[src/rtl/arp_resp_ctrl_if.sv]
// arp_resp_ctrl_if: ARP rx/tx/lookup signal bundle; slave = controller view (rx_done/rx_type/src_*/tx_done/lkp_req/lkp_ip in; tx_en/tx_type/des_*/lkp_busy/ack/hit/mac out), master = environment view
interface arp_resp_ctrl_if;
  logic        arp_rx_done;
  logic        arp_rx_type;
  logic [47:0] src_mac;
  logic [31:0] src_ip;
  logic        arp_tx_en;
  logic        arp_tx_type;
  logic [47:0] des_mac;
  logic [31:0] des_ip;
  logic        tx_done;
  logic        lkp_req;
  logic [31:0] lkp_ip;
  logic        lkp_busy;
  logic        lkp_ack;
  logic        lkp_hit;
  logic [47:0] lkp_mac;
  modport master (
    output arp_rx_done, arp_rx_type, src_mac, src_ip, tx_done, lkp_req, lkp_ip,
    input  arp_tx_en, arp_tx_type, des_mac, des_ip, lkp_busy, lkp_ack, lkp_hit, lkp_mac
  );
  modport slave (
    input  arp_rx_done, arp_rx_type, src_mac, src_ip, tx_done, lkp_req, lkp_ip,
    output arp_tx_en, arp_tx_type, des_mac, des_ip, lkp_busy, lkp_ack, lkp_hit, lkp_mac
  );
endinterface

[src/rtl/arp_resp_ctrl.sv]
// arp_resp_ctrl: answers ARP requests, learns sender IP/MAC into a cache and resolves lookups (clk, rst, bus = arp_resp_ctrl_if.slave)
module arp_resp_ctrl #(
  parameter int CACHE_DEPTH = 4,
  parameter int TIMEOUT_CYC = 125_000_000,
  parameter int MAX_TRIES   = 3
) (
  input logic           clk,
  input logic           rst,
  arp_resp_ctrl_if.slave bus
);
  localparam int AW = $clog2(CACHE_DEPTH);
  localparam int TW = TIMEOUT_CYC > 1 ? $clog2(TIMEOUT_CYC) : 1;
  localparam int NW = $clog2(MAX_TRIES + 1);
  typedef enum logic {TX_IDLE, TX_BUSY} tx_state_t;
  typedef enum logic [1:0] {L_IDLE, L_CHECK, L_WAIT} l_state_t;
  logic [CACHE_DEPTH-1:0] c_vld;
  logic [31:0] c_ip [CACHE_DEPTH];
  logic [47:0] c_mac [CACHE_DEPTH];
  logic [AW-1:0] rp;
  logic m_hit, f_inv, c_hit;
  logic [AW-1:0] m_idx, f_idx, w_idx;
  logic [47:0] c_mac_hit;
  logic reply_pend, req_pend;
  logic [47:0] r_mac;
  logic [31:0] r_ip;
  tx_state_t tx_st, tx_nx;
  logic send_rep, send_req;
  l_state_t l_st, l_nx;
  logic [31:0] l_ip;
  logic [TW-1:0] timer;
  logic [NW-1:0] tries;
  logic rx_match, tmo, last, set_req, ack_d, hit_d;
  logic [47:0] mac_d;
  always_comb begin
    m_hit = 1'b0;
    m_idx = '0;
    f_inv = 1'b0;
    f_idx = '0;
    c_hit = 1'b0;
    c_mac_hit = '0;
    for (int i = CACHE_DEPTH - 1; i >= 0; i--) begin
      if (c_vld[i] && c_ip[i] == bus.src_ip) begin
        m_hit = 1'b1;
        m_idx = AW'(i);
      end
      if (!c_vld[i]) begin
        f_inv = 1'b1;
        f_idx = AW'(i);
      end
      if (c_vld[i] && c_ip[i] == l_ip) begin
        c_hit = 1'b1;
        c_mac_hit = c_mac[i];
      end
    end
    w_idx = m_hit ? m_idx : f_inv ? f_idx : rp;
  end
  always_ff @(posedge clk) begin
    if (rst) begin
      c_vld <= '0;
      rp <= '0;
    end else if (bus.arp_rx_done) begin
      c_vld[w_idx] <= 1'b1;
      c_ip[w_idx] <= bus.src_ip;
      c_mac[w_idx] <= bus.src_mac;
      if (!m_hit && !f_inv) rp <= rp + AW'(1);
    end
  end
  always_comb begin
    send_rep = tx_st == TX_IDLE && reply_pend;
    send_req = tx_st == TX_IDLE && !reply_pend && req_pend;
    tx_nx = (send_rep || send_req) ? TX_BUSY : (tx_st == TX_BUSY && bus.tx_done) ? TX_IDLE : tx_st;
  end
  always_ff @(posedge clk) begin
    if (rst) begin
      tx_st <= TX_IDLE;
      reply_pend <= 1'b0;
      req_pend <= 1'b0;
      r_mac <= '0;
      r_ip <= '0;
      bus.arp_tx_en <= 1'b0;
      bus.arp_tx_type <= 1'b0;
      bus.des_mac <= '0;
      bus.des_ip <= '0;
    end else begin
      tx_st <= tx_nx;
      // a request arriving in the launch cycle re-arms the slot for another reply
      reply_pend <= (bus.arp_rx_done && !bus.arp_rx_type) ? 1'b1 : send_rep ? 1'b0 : reply_pend;
      req_pend <= set_req ? 1'b1 : send_req ? 1'b0 : req_pend;
      if (bus.arp_rx_done && !bus.arp_rx_type) begin
        r_mac <= bus.src_mac;
        r_ip <= bus.src_ip;
      end
      bus.arp_tx_en <= send_rep || send_req;
      if (send_rep || send_req) begin
        bus.arp_tx_type <= send_rep;
        bus.des_mac <= send_rep ? r_mac : 48'hFFFF_FFFF_FFFF;
        bus.des_ip <= send_rep ? r_ip : l_ip;
      end
    end
  end
  assign rx_match = bus.arp_rx_done && bus.src_ip == l_ip;
  assign tmo = timer == TW'(TIMEOUT_CYC - 1);
  assign last = tries == NW'(MAX_TRIES);
  assign bus.lkp_busy = l_st != L_IDLE || bus.lkp_ack;
  always_comb begin
    l_nx = l_st;
    ack_d = 1'b0;
    hit_d = 1'b0;
    mac_d = '0;
    set_req = 1'b0;
    case (l_st)
      L_IDLE: l_nx = (bus.lkp_req && !bus.lkp_ack) ? L_CHECK : L_IDLE;
      L_CHECK: begin
        ack_d = c_hit || rx_match;
        hit_d = ack_d;
        mac_d = rx_match ? bus.src_mac : c_mac_hit;
        set_req = !ack_d;
        l_nx = ack_d ? L_IDLE : L_WAIT;
      end
      L_WAIT: begin
        ack_d = rx_match || (tmo && last);
        hit_d = rx_match;
        mac_d = rx_match ? bus.src_mac : '0;
        set_req = !rx_match && tmo && !last;
        l_nx = ack_d ? L_IDLE : L_WAIT;
      end
      default: l_nx = L_IDLE;
    endcase
  end
  always_ff @(posedge clk) begin
    if (rst) begin
      l_st <= L_IDLE;
      l_ip <= '0;
      timer <= '0;
      tries <= '0;
      bus.lkp_ack <= 1'b0;
      bus.lkp_hit <= 1'b0;
      bus.lkp_mac <= '0;
    end else begin
      l_st <= l_nx;
      if (l_st == L_IDLE && l_nx == L_CHECK) l_ip <= bus.lkp_ip;
      timer <= (l_st == L_WAIT && !set_req) ? timer + TW'(1) : '0;
      tries <= l_st == L_CHECK ? NW'(1) : set_req ? tries + NW'(1) : tries;
      bus.lkp_ack <= ack_d;
      if (ack_d) begin
        bus.lkp_hit <= hit_d;
        bus.lkp_mac <= mac_d;
      end
    end
  end
endmodule

[src/flat_wrapper.sv]
// flat-port wrapper written by rule: the top's interface ports become plain ports
module arp_resp_ctrl_flat 
#(
  parameter int CACHE_DEPTH = 4,
  parameter int TIMEOUT_CYC = 125_000_000,
  parameter int MAX_TRIES   = 3
)
  (clk, rst, bus_arp_rx_done, bus_arp_rx_type, bus_src_mac, bus_src_ip, bus_tx_done, bus_lkp_req, bus_lkp_ip, bus_arp_tx_en, bus_arp_tx_type, bus_des_mac, bus_des_ip, bus_lkp_busy, bus_lkp_ack, bus_lkp_hit, bus_lkp_mac);
  arp_resp_ctrl_if bus_i ();
  input logic clk;
  input logic rst;
  input wire logic [$bits(bus_i.arp_rx_done)-1:0] bus_arp_rx_done;
  input wire logic [$bits(bus_i.arp_rx_type)-1:0] bus_arp_rx_type;
  input wire logic [$bits(bus_i.src_mac)-1:0] bus_src_mac;
  input wire logic [$bits(bus_i.src_ip)-1:0] bus_src_ip;
  input wire logic [$bits(bus_i.tx_done)-1:0] bus_tx_done;
  input wire logic [$bits(bus_i.lkp_req)-1:0] bus_lkp_req;
  input wire logic [$bits(bus_i.lkp_ip)-1:0] bus_lkp_ip;
  output wire logic [$bits(bus_i.arp_tx_en)-1:0] bus_arp_tx_en;
  output wire logic [$bits(bus_i.arp_tx_type)-1:0] bus_arp_tx_type;
  output wire logic [$bits(bus_i.des_mac)-1:0] bus_des_mac;
  output wire logic [$bits(bus_i.des_ip)-1:0] bus_des_ip;
  output wire logic [$bits(bus_i.lkp_busy)-1:0] bus_lkp_busy;
  output wire logic [$bits(bus_i.lkp_ack)-1:0] bus_lkp_ack;
  output wire logic [$bits(bus_i.lkp_hit)-1:0] bus_lkp_hit;
  output wire logic [$bits(bus_i.lkp_mac)-1:0] bus_lkp_mac;
  assign bus_i.arp_rx_done = bus_arp_rx_done;
  assign bus_i.arp_rx_type = bus_arp_rx_type;
  assign bus_i.src_mac = bus_src_mac;
  assign bus_i.src_ip = bus_src_ip;
  assign bus_i.tx_done = bus_tx_done;
  assign bus_i.lkp_req = bus_lkp_req;
  assign bus_i.lkp_ip = bus_lkp_ip;
  assign bus_arp_tx_en = bus_i.arp_tx_en;
  assign bus_arp_tx_type = bus_i.arp_tx_type;
  assign bus_des_mac = bus_i.des_mac;
  assign bus_des_ip = bus_i.des_ip;
  assign bus_lkp_busy = bus_i.lkp_busy;
  assign bus_lkp_ack = bus_i.lkp_ack;
  assign bus_lkp_hit = bus_i.lkp_hit;
  assign bus_lkp_mac = bus_i.lkp_mac;
  arp_resp_ctrl #(.CACHE_DEPTH(CACHE_DEPTH), .TIMEOUT_CYC(TIMEOUT_CYC), .MAX_TRIES(MAX_TRIES)) u_core (.clk(clk), .rst(rst), .bus(bus_i));
endmodule
[config.mk]
export PLATFORM = sky130hd
export DESIGN_NAME = arp_resp_ctrl_flat
export DESIGN_NICKNAME = d
export VERILOG_FILES = /design/src/rtl/arp_resp_ctrl_if.sv /design/src/rtl/arp_resp_ctrl.sv /design/src/flat_wrapper.sv
export SDC_FILE = /design/constraint.sdc
export NUM_CORES = 1
export LEC_CHECK = 0
export CORE_MARGIN = 1
export CORE_UTILIZATION = 35
export CTS_CLUSTER_SIZE = 14
export DETAILED_ROUTE_END_ITERATION = 7
export HOLD_SLACK_MARGIN = 0.05
export PLACE_DENSITY = 0.54
export SYNTH_ARGS = -nofsm -noshare
export SYNTH_HDL_FRONTEND = slang
export SYNTH_SLANG_ARGS = --single-unit
[constraint.sdc]
create_clock -name clk -period 6 [get_ports clk]
set_clock_uncertainty 0.15 [all_clocks]
set_input_delay 0.9 -clock clk [delete_from_list [all_inputs] [get_ports clk]]
set_output_delay 0.9 -clock clk [all_outputs]
set_load 0.02 [all_outputs]
==> results.md <==
Place:
- The placement-stage worst setup slack is around 0.6 ns.
- The congestion estimate from routability-driven global placement came to between 0.9 and 1.
- The count of buffers added on input and output ports is 250.
- The HPWL after detailed placement is between 60000 and 70000 um.
- Once placement completed, the tool counted placed cells totaling between 3000 and 4000.
- The cell area reported after detailed placement is 28900 um2.

Timing:
- After layout, the minimum clock period comes to roughly 4.7 ns.
- The final number of max-transition violations is 0.
- Setup repair after global routing left no endpoint under its margin.
- The normalized max-slew margin is 0.259.
- For the pin with the worst max-slew slack, the measured transition is roughly 1.1 ns.
- The number of setup violations in the final report is 0.
- Timing would allow up to roughly 0.21 GHz.
- In the finished design, the share of the clock period the worst path needs comes to 0.778.
- The final worst-path setup slack is between 1 and 1.5 ns.
- The final hold violation count was 0.

Worst setup path:
- The family of cells with the greatest summed delay on the critical path is simple AND/OR/NAND/NOR gates.
- The startpoint type of the worst setup path is a primary input.
- Along the worst path, the maximum fanout reaches 21.
- The cell that appears most often on the critical path is sky130_fd_sc_hd__buf_4.
- The required time reported for the critical path endpoint is about 6 ns.
- On the worst path, the slowest cell contributes a delay of between 0.7 and 0.8 ns.
- The data arrival time of the critical path is roughly 4.8 ns.
- The cell with the biggest individual delay on the critical path is sky130_fd_sc_hd__nor4_1.
- The worst setup path is of the primary input to register kind.
- Traced cell by cell, the critical path runs through clkdlybuf4s50_1 > buf_4 > xor2_1 > nor4_1 > nand4_1 > or4_1 > a31o_2 > nor3b_1 > and2_4 > buf_4.
- STA classifies the critical path endpoint as a register.
- The critical path contains buffers and inverters numbering 3 combined.

Route:
- The detailed router used layers up to and including met4.
- The detailed router put a total of between 40000 and 50000 um of wire on met1.
- The first detailed-routing pass took 5 iterations.
- Using the TritonRoute via totals, the vias-per-cell ratio works out to 5.46.
- The detailed router finished its first iteration with roughly 1600 violations.
- After detailed routing, the number of remaining DRC violations is 0.
- The routed layout has roughly 19000 vias.
- The detail route stage leaves a number of antenna-violating nets equal to 0.
- The routed design uses approximately 5200 um of met3 wire.
- Summed over all nets, wire length on met2 after detailed routing comes to about 41000 um.
- The final wirelength is 88100 um.
- After detailed routing, the average wire length per cell comes to 25.7 um.

Die:
- The full die area is around 74000 um2.
- The die is ~270 um tall.
- In this run the count of I/O pins placed on the die edge is ~250.
- The starting density of the core is 0.354.
- The floorplan step set the die width to approximately 270 um.
- The placeable core area is slightly above 70000 um2.
- The total number of placement rows is 98.

Global routing:
- Entering global routing, the biggest net connects 92 pins.
- The global-route usage over all layers is 0.235.
- After global routing the overflow that remains totals 0.
- The first global-routing pass estimated approximately 130000 um of wire.
- The number of global-route vias before repair is ~18000.
- The initial antenna violation count is 3.

Clocking:
- In this run the number of H-tree levels came out at 3.
- The number of instances resized during post-cts repair is 0.
- After clock tree synthesis, the clock-pin slew on the worst setup and hold paths is 0.06 ns.
- TritonCTS built the clock tree.
- The number of sinks on the clock net is 604.
- The clock tree buffer depth is 3.
- The cts-stage hold buffer count is 0.
- Clock tree synthesis selected as its root buffer the cell sky130_fd_sc_hd__clkbuf_16.
- The post-CTS setup repair buffer count is 0.
- At the later pin of the worst-skew pair, clock insertion delay measures around 0.62 ns.
- Clock tree synthesis inserted a total of slightly below 70 buffers.

Synth:
- The share of the yosys chip area belonging to registers is 0.603.
- A synthesized cell averages about 11 um2.
- Counting flops with a built-in enable in the synthesized netlist gives 320.
- Counting flops with an async set or reset pin after synthesis yields a share of 0.
- The Yosys warning count is 0.
- The mapped netlist covers around 25000 um2.
- Synthesis produced a netlist whose cell count is roughly 2200.
- The post-synthesis register bit count is approximately 600.
- In the synthesized netlist the dominant register cell turns out to be sky130_fd_sc_hd__edfxtp_1.
- The distinct cell type count of the synthesized netlist is 64.
- Synthesis produced a netlist with a net count of roughly 2400.

Outcome:
- The flow ran to the end, and the final reports show no timing, DRC or antenna violations.

Power and ir drop:
- Overall power consumption after layout is estimated at around 9.8 mW.
- In this run the static leakage power is between 10 and 15 nW.
- The highest ir drop seen on vdd is around 0.18 mV.
- For this design the ratio of total power to cell area is ~310 nW/um2.

Layout:
- For this run, the share of the core covered by cells in the final layout is 0.436.
- The count of nets after finishing is roughly 2500.
- The layout overhead on the synthesized area is 23.0%.
- The post-layout instance count excluding filler cells is around 3400.
- In the final layout, flip-flops and latches occupy between 15000 and 20000 um2.
- With fillers left out, the area of the finished cells amounts to approximately 31000 um2.
- The total area of multi-input combinational cells is 9340 um2.
- The fraction of final layout cells with drive strength greater than 1 is 0.0982.
- The filler cell count in the final layout is ~6700.

Min path:
- The path type of the worst min-delay path is register to register.

Run:
- The max-capacitance violation count is 0.
-- flip-flops by register name, summed over array words and instances, names as in the netlist, 2 cells and up --
name,count
u_core.c_vld,4
u_core.c_ip,128
u_core.timer,27
u_core.l_ip,32
u_core.c_mac,192
u_core.bus.des_ip,32
u_core.tries,2
u_core.bus.lkp_mac,48
u_core.bus.des_mac,48
u_core.r_mac,48
u_core.r_ip,32
u_core.rp,2
u_core.l_st,2
-- per-layer routing --
| metal | up-vias | GRT usage |
|---|---|---|
| met5 | - | 0 |
| met4 | 0 | 0.0659 |
| met3 | 115 | 0.0401 |
| met2 | 629 | 0.371 |
| met1 | 9465 | 0.331 |
| li1 | 8493 | - |
-- logic make-up after synthesis --
logic type | Yosys count | synth area share
and+or+nand+nor | 717 | 0.129
adders and majority gates | 6 | 0.00296
xor gates and xnor gates | 316 | 0.109
DFF | 604 | 0.603
buffers and inverters | 204 | 0.0335
AOI/OAI and AO/OA | 349 | 0.111
muxes | 32 | 0.0126
-- placed cells by master, fill, tap and decap left out, types with 28 or more instances in the layout --
cell	netlist	final
sky130_fd_sc_hd__a221oi_1	48	48
sky130_fd_sc_hd__nand4_1	48	48
sky130_fd_sc_hd__o221a_2	49	49
sky130_fd_sc_hd__dfxtp_1	284	284
sky130_fd_sc_hd__a311oi_1	28	28
sky130_fd_sc_hd__buf_4	5	52
sky130_fd_sc_hd__clkdlybuf4s50_1	0	249
sky130_fd_sc_hd__nor2_1	167	162
sky130_fd_sc_hd__edfxtp_1	320	320
sky130_fd_sc_hd__nor4_1	60	59
sky130_fd_sc_hd__nand2_1	307	306
sky130_fd_sc_hd__xnor2_1	145	145
sky130_fd_sc_hd__mux2i_1	32	32
sky130_fd_sc_hd__xor2_1	171	171
sky130_fd_sc_hd__nand3_1	75	75
sky130_fd_sc_hd__clkbuf_16	0	69
sky130_fd_sc_hd__a21oi_1	88	88
sky130_fd_sc_hd__o311ai_0	28	28
sky130_fd_sc_hd__a22o_1	50	50
-- worst min-delay path: cells and delay by family (launching register included) --
family | cells | cell delay, ns
and+or+nand+nor | 1 | 0.05
DFF | 1 | 0.31
AOI/OAI and AO/OA | 1 | 0.05
-- cell type report --
| class | count | area share |
|---|---|---|
| well taps | 950 | 0.0381 |
| flip-flops and latches | 604 | 0.490 |
| repair buffers | 309 | 0.0972 |
| clock inverters | 39 | 0.0140 |
| multi-input cells | 1420 | 0.299 |
| diodes | 3 | 0.000240 |
| clock buffers | 86 | 0.0596 |
| inverters | 17 | 0.00204 |
-- where the power goes --
| part | internal [mW] | switching, mW | total (mW) |
|---|---|---|---|
| logic | 0.352 | 0.564 | 0.916 |
| clock network | 2.49 | 1.77 | 4.25 |
| registers | 4.50 | 0.143 | 4.64 |
| total | 7.34 | 2.47 | 9.82 |
-- metrics by stage --
step / setup TNS (ns) / hold WS, ns
floorplan: -89.44 / 0.280
global placement: 0 / 0.293
detailed placement: 0 / 0.297
CTS: 0 / 0.305
global route: 0 / 0.319
finish: 0 / 0.304
-- cells in the mapped netlist, types with 4 or more instances --
cell	n	area [um2]
sky130_fd_sc_hd__edfxtp_1	320	9610
sky130_fd_sc_hd__nand2_1	307	1150
sky130_fd_sc_hd__dfxtp_1	284	5690
sky130_fd_sc_hd__xor2_1	171	1500
sky130_fd_sc_hd__nor2_1	167	627
sky130_fd_sc_hd__xnor2_1	145	1270
sky130_fd_sc_hd__clkbuf_1	137	514
sky130_fd_sc_hd__a21oi_1	88	440
sky130_fd_sc_hd__nand3_1	75	375
sky130_fd_sc_hd__nor4_1	60	375
sky130_fd_sc_hd__a22o_1	50	438
sky130_fd_sc_hd__o221a_2	49	552
sky130_fd_sc_hd__a221oi_1	48	420
sky130_fd_sc_hd__nand4_1	48	300
sky130_fd_sc_hd__buf_2	35	175
sky130_fd_sc_hd__mux2i_1	32	320
sky130_fd_sc_hd__a311oi_1	28	245
sky130_fd_sc_hd__o311ai_0	28	245
sky130_fd_sc_hd__o311ai_1	20	175
sky130_fd_sc_hd__nor3_1	18	90.1
sky130_fd_sc_hd__inv_1	17	63.8
sky130_fd_sc_hd__o21ai_0	9	45.0
sky130_fd_sc_hd__and4_1	7	61.3
sky130_fd_sc_hd__buf_1	7	26.3
sky130_fd_sc_hd__ha_1	6	75.1
sky130_fd_sc_hd__buf_4	5	37.5
sky130_fd_sc_hd__and2_1	4	25.0
sky130_fd_sc_hd__o22ai_1	4	25.0
sky130_fd_sc_hd__or4_1	4	30.0
-- worst paths after layout --
kind                      start                  to  slack, ns  cells past startpoint
max               bus_src_ip[1]  u_core.c_ip[3][31]       1.33                     10
min              u_core.r_ip[4]      u_core.r_ip[4]       0.30                      2
max reg2reg  u_core.c_ip[2][22]  u_core.c_ip[3][31]       1.63                      8
min reg2reg      u_core.r_ip[4]      u_core.r_ip[4]       0.30                      2
Note: power is estimated with default switching activity, not from simulation.
